$ cat config.mk
export PLATFORM = sky130hd
export DESIGN_NAME = vga_timing_gen_flat
export DESIGN_NICKNAME = d
export VERILOG_FILES = /design/src/rtl/vga_pkg.sv /design/src/rtl/vga_timing_gen_if.sv /design/src/rtl/vga_window.sv /design/src/rtl/vga_timing_gen.sv /design/src/flat_wrapper.sv
export SDC_FILE = /design/constraint.sdc
export NUM_CORES = 1
export LEC_CHECK = 0
export ABC_AREA = 1
export CORE_MARGIN = 2
export CORE_UTILIZATION = 59
export CTS_CLUSTER_DIAMETER = 50
export DETAILED_ROUTE_END_ITERATION = 12
export PLACE_DENSITY = 0.8
export SYNTH_ARGS = -nofsm -noshare
export SYNTH_HDL_FRONTEND = slang
export SYNTH_SLANG_ARGS = --single-unit
$ cat constraint.sdc
create_clock -name clk25 -period 7.8 [get_ports clk25]
set_input_delay 1.17 -clock clk25 [delete_from_list [all_inputs] [get_ports clk25]]
set_output_delay 1.17 -clock clk25 [all_outputs]
set_load 0.01 [all_outputs]
$ cat src/rtl/vga_pkg.sv
// rtl/vga_pkg.sv - shared VGA timing defaults, window record and total helper
package vga_pkg;

    localparam int H_ACTIVE_DEF = 640;
    localparam int H_FP_DEF     = 16;
    localparam int H_SYNC_DEF   = 96;
    localparam int H_BP_DEF     = 48;
    localparam int V_ACTIVE_DEF = 400;
    localparam int V_FP_DEF     = 12;
    localparam int V_SYNC_DEF   = 2;
    localparam int V_BP_DEF     = 35;
    localparam int CNT_W        = 10;
    localparam int CNT_LIMIT    = 1 << CNT_W;

    typedef struct packed {
        logic             en;
        logic [CNT_W-1:0] left;
        logic [CNT_W-1:0] right;
        logic [CNT_W-1:0] top;
        logic [CNT_W-1:0] bottom;
    } window_t;

    function automatic int timing_total(input int active, input int fp, input int sync, input int bp);
        return active + fp + sync + bp;
    endfunction

endpackage

$ cat src/rtl/vga_timing_gen_if.sv
// rtl/vga_timing_gen_if.sv - window configuration bus between host and timing generator
interface vga_timing_gen_if;

    logic       cfg_we;
    logic [2:0] cfg_sel;
    logic       cfg_en;
    logic [9:0] cfg_left;
    logic [9:0] cfg_right;
    logic [9:0] cfg_top;
    logic [9:0] cfg_bottom;
    logic       cfg_pending;

    modport master (
        output cfg_we, cfg_sel, cfg_en, cfg_left, cfg_right, cfg_top, cfg_bottom,
        input  cfg_pending
    );

    modport slave (
        input  cfg_we, cfg_sel, cfg_en, cfg_left, cfg_right, cfg_top, cfg_bottom,
        output cfg_pending
    );

endinterface

$ cat src/rtl/vga_window.sv
// rtl/vga_window.sv - one overlay window: shadow/live bounds and unregistered hit/row compare
module vga_window
    import vga_pkg::*;
#(
    parameter int ROW_W = 4
) (
    input  logic             clk25,
    input  logic             reset,
    input  logic [CNT_W-1:0] h,
    input  logic [CNT_W-1:0] v,
    input  logic             active,
    input  logic             commit,
    input  logic             we,
    input  logic             cfg_en,
    input  logic [CNT_W-1:0] cfg_left,
    input  logic [CNT_W-1:0] cfg_right,
    input  logic [CNT_W-1:0] cfg_top,
    input  logic [CNT_W-1:0] cfg_bottom,
    output logic             hit,
    output logic [ROW_W-1:0] row
);

    window_t shadow_q, shadow_d;
    window_t live_q, live_d;

    // A write landing on the commit edge stays in the shadow; live takes the previous shadow.
    always_comb begin
        shadow_d = shadow_q;
        live_d   = live_q;
        if (we) begin
            shadow_d = '{en: cfg_en, left: cfg_left, right: cfg_right,
                         top: cfg_top, bottom: cfg_bottom};
        end
        if (commit) begin
            live_d = shadow_q;
        end
    end

    always_ff @(posedge clk25 or posedge reset) begin
        if (reset) begin
            shadow_q <= '0;
            live_q   <= '0;
        end else begin
            shadow_q <= shadow_d;
            live_q   <= live_d;
        end
    end

    always_comb begin
        hit = live_q.en && active
            && (h >= live_q.left) && (h <= live_q.right)
            && (v >= live_q.top)  && (v <= live_q.bottom);
        row = hit ? ROW_W'(v - live_q.top) : '0;
    end

endmodule

$ cat src/rtl/vga_timing_gen.sv
// rtl/vga_timing_gen.sv - parametrised VGA sync/coordinate generator with tear-free overlay windows
module vga_timing_gen
    import vga_pkg::*;
#(
    parameter int H_ACTIVE = H_ACTIVE_DEF,
    parameter int H_FP     = H_FP_DEF,
    parameter int H_SYNC   = H_SYNC_DEF,
    parameter int H_BP     = H_BP_DEF,
    parameter int V_ACTIVE = V_ACTIVE_DEF,
    parameter int V_FP     = V_FP_DEF,
    parameter int V_SYNC   = V_SYNC_DEF,
    parameter int V_BP     = V_BP_DEF,
    parameter bit HS_POL   = 1'b0,
    parameter bit VS_POL   = 1'b1,
    parameter int NUM_WIN  = 2,
    parameter int ROW_W    = 4
) (
    input  logic                     clk25,
    input  logic                     reset,
    vga_timing_gen_if.slave          cfg,
    output logic                     hsync,
    output logic                     vsync,
    output logic                     active,
    output logic [CNT_W-1:0]         x,
    output logic [CNT_W-1:0]         y,
    output logic                     line_start,
    output logic                     frame_start,
    output logic [NUM_WIN-1:0]       win_hit,
    output logic [ROW_W*NUM_WIN-1:0] win_row
);

    localparam int H_TOTAL = timing_total(H_ACTIVE, H_FP, H_SYNC, H_BP);
    localparam int V_TOTAL = timing_total(V_ACTIVE, V_FP, V_SYNC, V_BP);

    if (H_TOTAL > CNT_LIMIT || V_TOTAL > CNT_LIMIT) begin : g_bad_total
        $error("vga_timing_gen: H_TOTAL %0d / V_TOTAL %0d exceed 10-bit counters", H_TOTAL, V_TOTAL);
    end
    if (NUM_WIN < 1 || NUM_WIN > 8) begin : g_bad_num_win
        $error("vga_timing_gen: NUM_WIN %0d outside 1..8", NUM_WIN);
    end

    // One extra bit so region ends equal to 1024 still compare correctly.
    localparam logic [CNT_W:0]   HA_END   = (CNT_W+1)'(H_ACTIVE);
    localparam logic [CNT_W:0]   HS_START = (CNT_W+1)'(H_ACTIVE + H_FP);
    localparam logic [CNT_W:0]   HS_STOP  = (CNT_W+1)'(H_ACTIVE + H_FP + H_SYNC);
    localparam logic [CNT_W:0]   VA_END   = (CNT_W+1)'(V_ACTIVE);
    localparam logic [CNT_W:0]   VS_START = (CNT_W+1)'(V_ACTIVE + V_FP);
    localparam logic [CNT_W:0]   VS_STOP  = (CNT_W+1)'(V_ACTIVE + V_FP + V_SYNC);
    localparam logic [CNT_W-1:0] H_LAST   = CNT_W'(H_TOTAL - 1);
    localparam logic [CNT_W-1:0] V_LAST   = CNT_W'(V_TOTAL - 1);

    logic [CNT_W-1:0] h_q, h_d, v_q, v_d;
    logic             pend_q, pend_d, pend_out_q, pend_out_d;
    logic             hsync_q, hsync_d, vsync_q, vsync_d;
    logic             active_q, active_d;
    logic [CNT_W-1:0] x_q, x_d, y_q, y_d;
    logic             line_start_q, line_start_d, frame_start_q, frame_start_d;
    logic [NUM_WIN-1:0]       win_hit_q, win_hit_d;
    logic [ROW_W*NUM_WIN-1:0] win_row_q, win_row_d;
    logic             commit, wr_ok, h_end, v_end, hs_on, vs_on;

    always_comb begin
        h_end  = (h_q == H_LAST);
        v_end  = (v_q == V_LAST);
        commit = h_end && v_end;
        h_d    = h_end ? '0 : h_q + 1'b1;
        v_d    = v_q;
        if (h_end) begin
            v_d = v_end ? '0 : v_q + 1'b1;
        end

        hs_on    = ({1'b0, h_q} >= HS_START) && ({1'b0, h_q} < HS_STOP);
        vs_on    = ({1'b0, v_q} >= VS_START) && ({1'b0, v_q} < VS_STOP);
        hsync_d  = hs_on ? HS_POL : ~HS_POL;
        vsync_d  = vs_on ? VS_POL : ~VS_POL;
        active_d = ({1'b0, h_q} < HA_END) && ({1'b0, v_q} < VA_END);
        x_d      = active_d ? h_q : '0;
        y_d      = active_d ? v_q : '0;
        line_start_d  = (h_q == '0);
        frame_start_d = (h_q == '0) && (v_q == '0);

        // Pending flag is delayed one stage so it drops together with frame_start.
        wr_ok  = cfg.cfg_we && ({1'b0, cfg.cfg_sel} < 4'(NUM_WIN));
        pend_d = commit ? 1'b0 : pend_q;
        if (wr_ok) begin
            pend_d = 1'b1;
        end
        pend_out_d = pend_q;
    end

    for (genvar k = 0; k < NUM_WIN; k++) begin : g_win
        vga_window #(.ROW_W(ROW_W)) u_win (
            .clk25      (clk25),
            .reset      (reset),
            .h          (h_q),
            .v          (v_q),
            .active     (active_d),
            .commit     (commit),
            .we         (wr_ok && (cfg.cfg_sel == 3'(k))),
            .cfg_en     (cfg.cfg_en),
            .cfg_left   (cfg.cfg_left),
            .cfg_right  (cfg.cfg_right),
            .cfg_top    (cfg.cfg_top),
            .cfg_bottom (cfg.cfg_bottom),
            .hit        (win_hit_d[k]),
            .row        (win_row_d[k*ROW_W +: ROW_W])
        );
    end

    always_ff @(posedge clk25 or posedge reset) begin
        if (reset) begin
            h_q           <= '0;
            v_q           <= '0;
            pend_q        <= 1'b0;
            pend_out_q    <= 1'b0;
            hsync_q       <= ~HS_POL;
            vsync_q       <= ~VS_POL;
            active_q      <= 1'b0;
            x_q           <= '0;
            y_q           <= '0;
            line_start_q  <= 1'b0;
            frame_start_q <= 1'b0;
            win_hit_q     <= '0;
            win_row_q     <= '0;
        end else begin
            h_q           <= h_d;
            v_q           <= v_d;
            pend_q        <= pend_d;
            pend_out_q    <= pend_out_d;
            hsync_q       <= hsync_d;
            vsync_q       <= vsync_d;
            active_q      <= active_d;
            x_q           <= x_d;
            y_q           <= y_d;
            line_start_q  <= line_start_d;
            frame_start_q <= frame_start_d;
            win_hit_q     <= win_hit_d;
            win_row_q     <= win_row_d;
        end
    end

    assign hsync           = hsync_q;
    assign vsync           = vsync_q;
    assign active          = active_q;
    assign x               = x_q;
    assign y               = y_q;
    assign line_start      = line_start_q;
    assign frame_start     = frame_start_q;
    assign win_hit         = win_hit_q;
    assign win_row         = win_row_q;
    assign cfg.cfg_pending = pend_out_q;

endmodule
$ cat src/flat_wrapper.sv
// flat-port wrapper written by rule: the top's interface ports become plain ports
module vga_timing_gen_flat import vga_pkg::*;
#(
    parameter int H_ACTIVE = H_ACTIVE_DEF,
    parameter int H_FP     = H_FP_DEF,
    parameter int H_SYNC   = H_SYNC_DEF,
    parameter int H_BP     = H_BP_DEF,
    parameter int V_ACTIVE = V_ACTIVE_DEF,
    parameter int V_FP     = V_FP_DEF,
    parameter int V_SYNC   = V_SYNC_DEF,
    parameter int V_BP     = V_BP_DEF,
    parameter bit HS_POL   = 1'b0,
    parameter bit VS_POL   = 1'b1,
    parameter int NUM_WIN  = 2,
    parameter int ROW_W    = 4
)
  (clk25, reset, hsync, vsync, active, x, y, line_start, frame_start, win_hit, win_row, cfg_cfg_we, cfg_cfg_sel, cfg_cfg_en, cfg_cfg_left, cfg_cfg_right, cfg_cfg_top, cfg_cfg_bottom, cfg_cfg_pending);
  vga_timing_gen_if cfg_i ();
  input  logic clk25;
  input  logic reset;
  output logic hsync;
  output logic vsync;
  output logic active;
  output logic [CNT_W-1:0] x;
  output logic [CNT_W-1:0] y;
  output logic line_start;
  output logic frame_start;
  output logic [NUM_WIN-1:0] win_hit;
  output logic [ROW_W*NUM_WIN-1:0] win_row;
  input wire logic [$bits(cfg_i.cfg_we)-1:0] cfg_cfg_we;
  input wire logic [$bits(cfg_i.cfg_sel)-1:0] cfg_cfg_sel;
  input wire logic [$bits(cfg_i.cfg_en)-1:0] cfg_cfg_en;
  input wire logic [$bits(cfg_i.cfg_left)-1:0] cfg_cfg_left;
  input wire logic [$bits(cfg_i.cfg_right)-1:0] cfg_cfg_right;
  input wire logic [$bits(cfg_i.cfg_top)-1:0] cfg_cfg_top;
  input wire logic [$bits(cfg_i.cfg_bottom)-1:0] cfg_cfg_bottom;
  output wire logic [$bits(cfg_i.cfg_pending)-1:0] cfg_cfg_pending;
  assign cfg_i.cfg_we = cfg_cfg_we;
  assign cfg_i.cfg_sel = cfg_cfg_sel;
  assign cfg_i.cfg_en = cfg_cfg_en;
  assign cfg_i.cfg_left = cfg_cfg_left;
  assign cfg_i.cfg_right = cfg_cfg_right;
  assign cfg_i.cfg_top = cfg_cfg_top;
  assign cfg_i.cfg_bottom = cfg_cfg_bottom;
  assign cfg_cfg_pending = cfg_i.cfg_pending;
  vga_timing_gen #(.H_ACTIVE(H_ACTIVE), .H_FP(H_FP), .H_SYNC(H_SYNC), .H_BP(H_BP), .V_ACTIVE(V_ACTIVE), .V_FP(V_FP), .V_SYNC(V_SYNC), .V_BP(V_BP), .HS_POL(HS_POL), .VS_POL(VS_POL), .NUM_WIN(NUM_WIN), .ROW_W(ROW_W)) u_core (.clk25(clk25), .reset(reset), .cfg(cfg_i), .hsync(hsync), .vsync(vsync), .active(active), .x(x), .y(y), .line_start(line_start), .frame_start(frame_start), .win_hit(win_hit), .win_row(win_row));
endmodule
### Yosys cells after proc, flatten, opt, wreduce, memory -nomap -nowiden

Cells that the tools add are included.

* bits in registers: 221
* output and inout port bits: 36
* input bits: 47
* word-level logic and storage cells: 87

* equality and inequality tests: 3
* reductions and logical operators: 22
* $lt $le $gt $ge: 15
* multiplexer cells: 10
* add/sub/neg operators: 4

Operator list (number)
* >= comparator 10 bit: 4
* <= comparator 10 bit: 4
* 2-to-1 mux 10 bit: 4
* adder 10 x 1 -> 10 bit, second input constant: 2
* zero test 10 bit: 2
* less-than comparator 10 bit, second input constant: 2
* less-than comparator 10 x 9 -> 1 bit, second input constant: 2
* logical AND 1 bit: 18
* equality test 10 bit, second input constant: 1
* equality test 10 x 9 -> 1 bit, second input constant: 1
* >= comparator 10 bit, second input constant: 1
* >= comparator 10 x 9 -> 1 bit, second input constant: 1
* 2-to-1 mux 4 bit: 2
* subtractor 4 bit: 2
* 2-to-1 mux 1 bit: 4
* equality test 3 x 1 -> 1 bit, second input constant: 1
* zero test 3 bit: 1
* less-than comparator 3 x 2 -> 1 bit, second input constant: 1
* nonzero test 2 bit: 1

### Longest topological paths before layout

* depth in word-level cells: 8
* mapped depth: 11
* mapped depth without buffers: 11

### Modules after synthesis

Synthesis repeated with hierarchy kept, for this count alone.

* cells, all modules: 1113
* area total of the unflattened synthesis: 10689.0 um2

By module, submodules not included
* vga_window at u_core.g_win[0].u_win: cells an instance 432, times used 1, area each 4174.0 um2
* vga_window at u_core.g_win[1].u_win: cells an instance 436, times used 1, area each 4157.7 um2
* vga_timing_gen: cells an instance 245, times used 1, area each 2357.3 um2

### Worst setup path before layout

Ideal clock, no wire load.

* path type: input port to flip-flop
* from: in cfg_cfg_sel[1]
* to: reg u_core.g_win[0].u_win.shadow_q[10] (netlist bit)
* arrival time: 2.120 ns
* slack: 5.550 ns
* path buffers: 2
* cell stages on the path: 7
* library setup time: 0.130 ns
* data required time: 7.670 ns
* cell sequence: nor2_1 nand2_1 or2_2 clkbuf_1 clkbuf_1 nand2_1 o21ai_0

* cells in the longest elaborated chain, start to end: 3

Ends and longest elaborated chain
* from (decl): line flat_wrapper.sv:31 `input wire logic [$bits(cfg_i.cfg_sel)-1:0] cfg_cfg_sel;`
* less-than comparator 3 x 2 -> 1 bit: line vga_timing_gen.sv:83 `wr_ok = cfg.cfg_we && ({1'b0, cfg.cfg_sel} < 4'(NUM_WIN));`
* logical AND 1 bit: line vga_timing_gen.sv:83
* logical AND 1 bit *: line vga_timing_gen.sv:99 `.we (wr_ok && (cfg.cfg_sel == 3'(k))),`
* to (signal assigned): line vga_window.sv:44 `shadow_q <= shadow_d;`
* to (decl): line vga_window.sv:23 `window_t shadow_q, shadow_d;`

Mark *: on every way between the ends. The rest lies on a longest branch, timed or not.
A chain may end at the register's enable or synchronous reset.

### Worst setup path after layout

* from: reg u_core.v_q[1]
* to: reg u_core.g_win[0].u_win.live_q[21] (netlist bit)

* cells in the longest elaborated chain, start to end: 2

Ends and longest elaborated chain
* from (decl): line vga_timing_gen.sv:52 `logic [CNT_W-1:0] h_q, h_d, v_q, v_d;`
* from (signal assigned): line vga_timing_gen.sv:127 `v_q <= v_d;`
* equality test 10 x 9 -> 1 bit: line vga_timing_gen.sv:64 `v_end = (v_q == V_LAST);`
* logical AND 1 bit: line vga_timing_gen.sv:65 `commit = h_end && v_end;`
* to (signal assigned): line vga_window.sv:45 `live_q <= live_d;`
* to (decl): line vga_window.sv:24 `window_t live_q, live_d;`

No other way between the ends.

==> qor.csv <==
stage,metric,value,unit
timing,setup_violations,0,
synthesis,synth_area,0.0108,mm²
clock_tree,cts.clk_slew.worst_paths,60,ps
critical_path,cpMostUsedCell,buf_4,
synthesis,synthCells,1185,
placed_design,dpl.cell_count,1463,
synthesis,post-synth-top-count-cell,nand2_1,
synthesis,synth_top_area_cell,dfrtp_1,
die,fp-row-count,49,
timing,max_freq,0.260,GHz
timing,finalHoldWorstSlack,427,ps
status,status,"complete, no violations",
job,drv_cap,0,
synthesis,ys_warn_count,0,
critical_path,cp.required,8230,ps
critical_path,crit_path_top_delay_cell,buf_4,
drt,dr.pass1.iters,5,
critical_path,path_cells,inv_1 -> ha_1 -> nor3b_2 -> nand4_1 -> nor2_4 -> buf_4 -> buf_4 -> nand2_1 -> o21ai_1,
die,io_pins,83,
worst_hold_path,hp-class,flop to flop,
timing,period_share,49.3,%
grt,grt_overflow,0,
critical_path,path_max_fanout,90,
die,die-area,0.0193,mm²
worst_hold_path,holdPathStages,0,
critical_path,startpoint,u_core.v_q[1],
clock_tree,cts-resized-gates,0,
synthesis,ys_seq_area_share,51.4,%
placed_design,portBuffers,82,
critical_path,cp-start-kind,flop,
critical_path,critPathArrivalTime,4280,ps
grt,grt_pass1_vias,7855,
final_layout,instances_no_fill,1511,
synthesis,synth_edf_count,0,
clock_tree,cts.root.buffer_cell,clkbuf_16,
power_and_ir_drop,p_per_area,212,mW/mm²
clock_tree,post_cts_buffers,0,
timing,fin_skew,14.8,ps
die,die_w,139,µm
critical_path,r2r_setup_slack,3960,ps
critical_path,critPathCaptureType,flop,
die,start_util,60.1,%
synthesis,synthDistinctLibCells,34,
timing,slew_viol_final,0,
timing,post-route-min-period,3840,ps
synthesis,synthTopCellsByArea,"dfrtp_1, ha_1, nand2_1, inv_1, o21ai_0",
power_and_ir_drop,vdd_drop_max,0.194,mV
final_layout,diodes,0,
placed_design,gp_congestion,0.945,
placed_design,placed_cell_area,0.0117,mm²
critical_path,crit-reg2reg-launch,u_core.v_q[1],
synthesis,yosysTopAreaCellShare,51.2,%
die,die_h,139,µm
timing,hold_violations,0,
grt,grt_max_degree,137,
power_and_ir_drop,power,2.66,mW
timing,worst_pin_slew,1140,ps
synthesis,synthArstFlopShare,100,%
synthesis,ys_top_cells_by_count,"nand2_1, dfrtp_1, inv_1, o21ai_0, ha_1",
final_layout,design_area,0.0126,mm²
timing,setup_tns,0,ps
clock_tree,max-clock-path-buffers,3,
final_layout,fin_nets,1395,
timing,grt_setup_unrepaired,false,
drt,drc,0,
clock_tree,htree_levels,1,
synthesis,syn-num-nets,1318,
drt,drtIter0Drc,571,
critical_path,critical_path_class,flop to flop,
synthesis,synth_seq_cells,221,
clock_tree,cts.sinks,221,
clock_tree,cts.hold.buffers_added,0,
grt,grt_antenna_before_repair,0,
drt,vias,7944,
drt,vias_per_cell,5.26,
synthesis,avgSynthCellArea,9.08,µm²
worst_hold_path,hold_start,u_core.pend_out_d,
die,core,0.0179,mm²
critical_path,slowest_delay,880,ps
placed_design,hpwl,15700,µm
final_layout,drive_above_1_share,11.0,%
drt,finalWirelength,22800,µm
grt,grt_first_pass_wirelength,38700,µm
clock_tree,insertion_delay,530,ps
synthesis,synthFlopType,dfrtp_1,
critical_path,worst_r2r_path_depth,9,
grt,track_usage,24.4,%
timing,max_slew_margin,23.7,%
drt,routedWlPerCell,15.1,µm
power_and_ir_drop,leakagePower,6.41,nW
clock_tree,cts_buffers,26,
clock_tree,cts_tree,done,
drt,ant_nets,0,
final_layout,syn2layout_area_growth,16.9,%
## per-layer routing
layer	routed length, µm	global-route usage [%]
met1	10400	35.4
met5	0	0
met2	10500	38.1
met4	556	7.18
met3	1240	4.35
## path summary, 6_finish.rpt
kind	to
hold reg to reg	u_core.cfg.cfg_pending
setup / recovery	u_core.g_win[0].u_win.live_q[21]
max in group asynchronous	u_core.win_row[7]
min in group asynchronous	u_core.g_win[0].u_win.shadow_q[37]
hold / removal	u_core.cfg.cfg_pending
setup reg to reg	u_core.g_win[0].u_win.live_q[21]
## worst max-delay path, delay by kind of cell (launching register included)
family	cells	cell delay, ps
AO/OA/AOI/OAI	1	130
adder cells (fa/ha/maj)	1	170
buffers and inverters	3	1810
flip-flops	1	520
AND/OR/NAND/NOR	4	1020
## kinds of logic after synthesis
kind of cell             share of synthesized area, %
AO/OA/AOI/OAI                                    11.0
buffers and inverters                            9.00
XOR/XNOR                                        0.895
AND/OR/NAND/NOR                                  17.5
flip-flops                                       51.4
adder cells (fa/ha/maj)                          10.1
other                                          0.0349
## flip-flops by register name, indices dropped and copies added (netlist names), 2 cells and up
name / count
u_core.win_row: 8
u_core.y: 10
u_core.g_win.u_win.shadow_q: 82
u_core.v_q: 10
u_core.win_hit: 2
u_core.h_q: 10
u_core.g_win.u_win.live_q: 82
u_core.x: 10
## placed cells by master, fill, tap and decap left out, types with 3 or more instances in the layout
cell type        netlist  final
o21ai_2               40     40
clkbuf_8               0      6
o21bai_1               4      4
clkbuf_16              0     27
buf_4                  6      5
a21oi_1               21     21
xor2_1                 7      7
xnor2_1                4      4
clkbuf_1              19      3
a21o_1                 8      8
nand3_1               29     28
clkdlybuf4s50_1        0     82
o21ai_1               28     28
o21ai_0               96     96
nand2_2               40     40
inv_1                187    186
dfrtp_1              220    220
nor3_1                16     16
nand2_1              269    269
clkinv_2               0      4
ha_1                  84     84
nor2_1                67     67
nand4_1               12     12
clkinv_8               0      3
## metrics by stage
stage	setup slack (ps)	util [%]
after floorplan	582	-
after global placement	4250	65.1
after detailed placement	4090	65.1
after CTS	4000	70.3
after global routing	3680	70.3
final	3960	70.3
## final cells by class
type / count / area (µm²)
Sequential cell: 221 / 5530
Clock inverter: 12 / 155
Multi-Input combinational cell: 737 / 4260
Tap cell: 229 / 287
Clock buffer: 36 / 769
Timing Repair Buffer: 87 / 858
Inverter: 189 / 717
Fill cell: 1333 / 5320
## power by group
group          total (mW)  internal, mW  switching, mW
registers            1.28          1.23         0.0540
logic               0.124        0.0539         0.0701
clock network        1.26         0.766          0.493
Note: power is estimated with default switching activity, not from simulation.
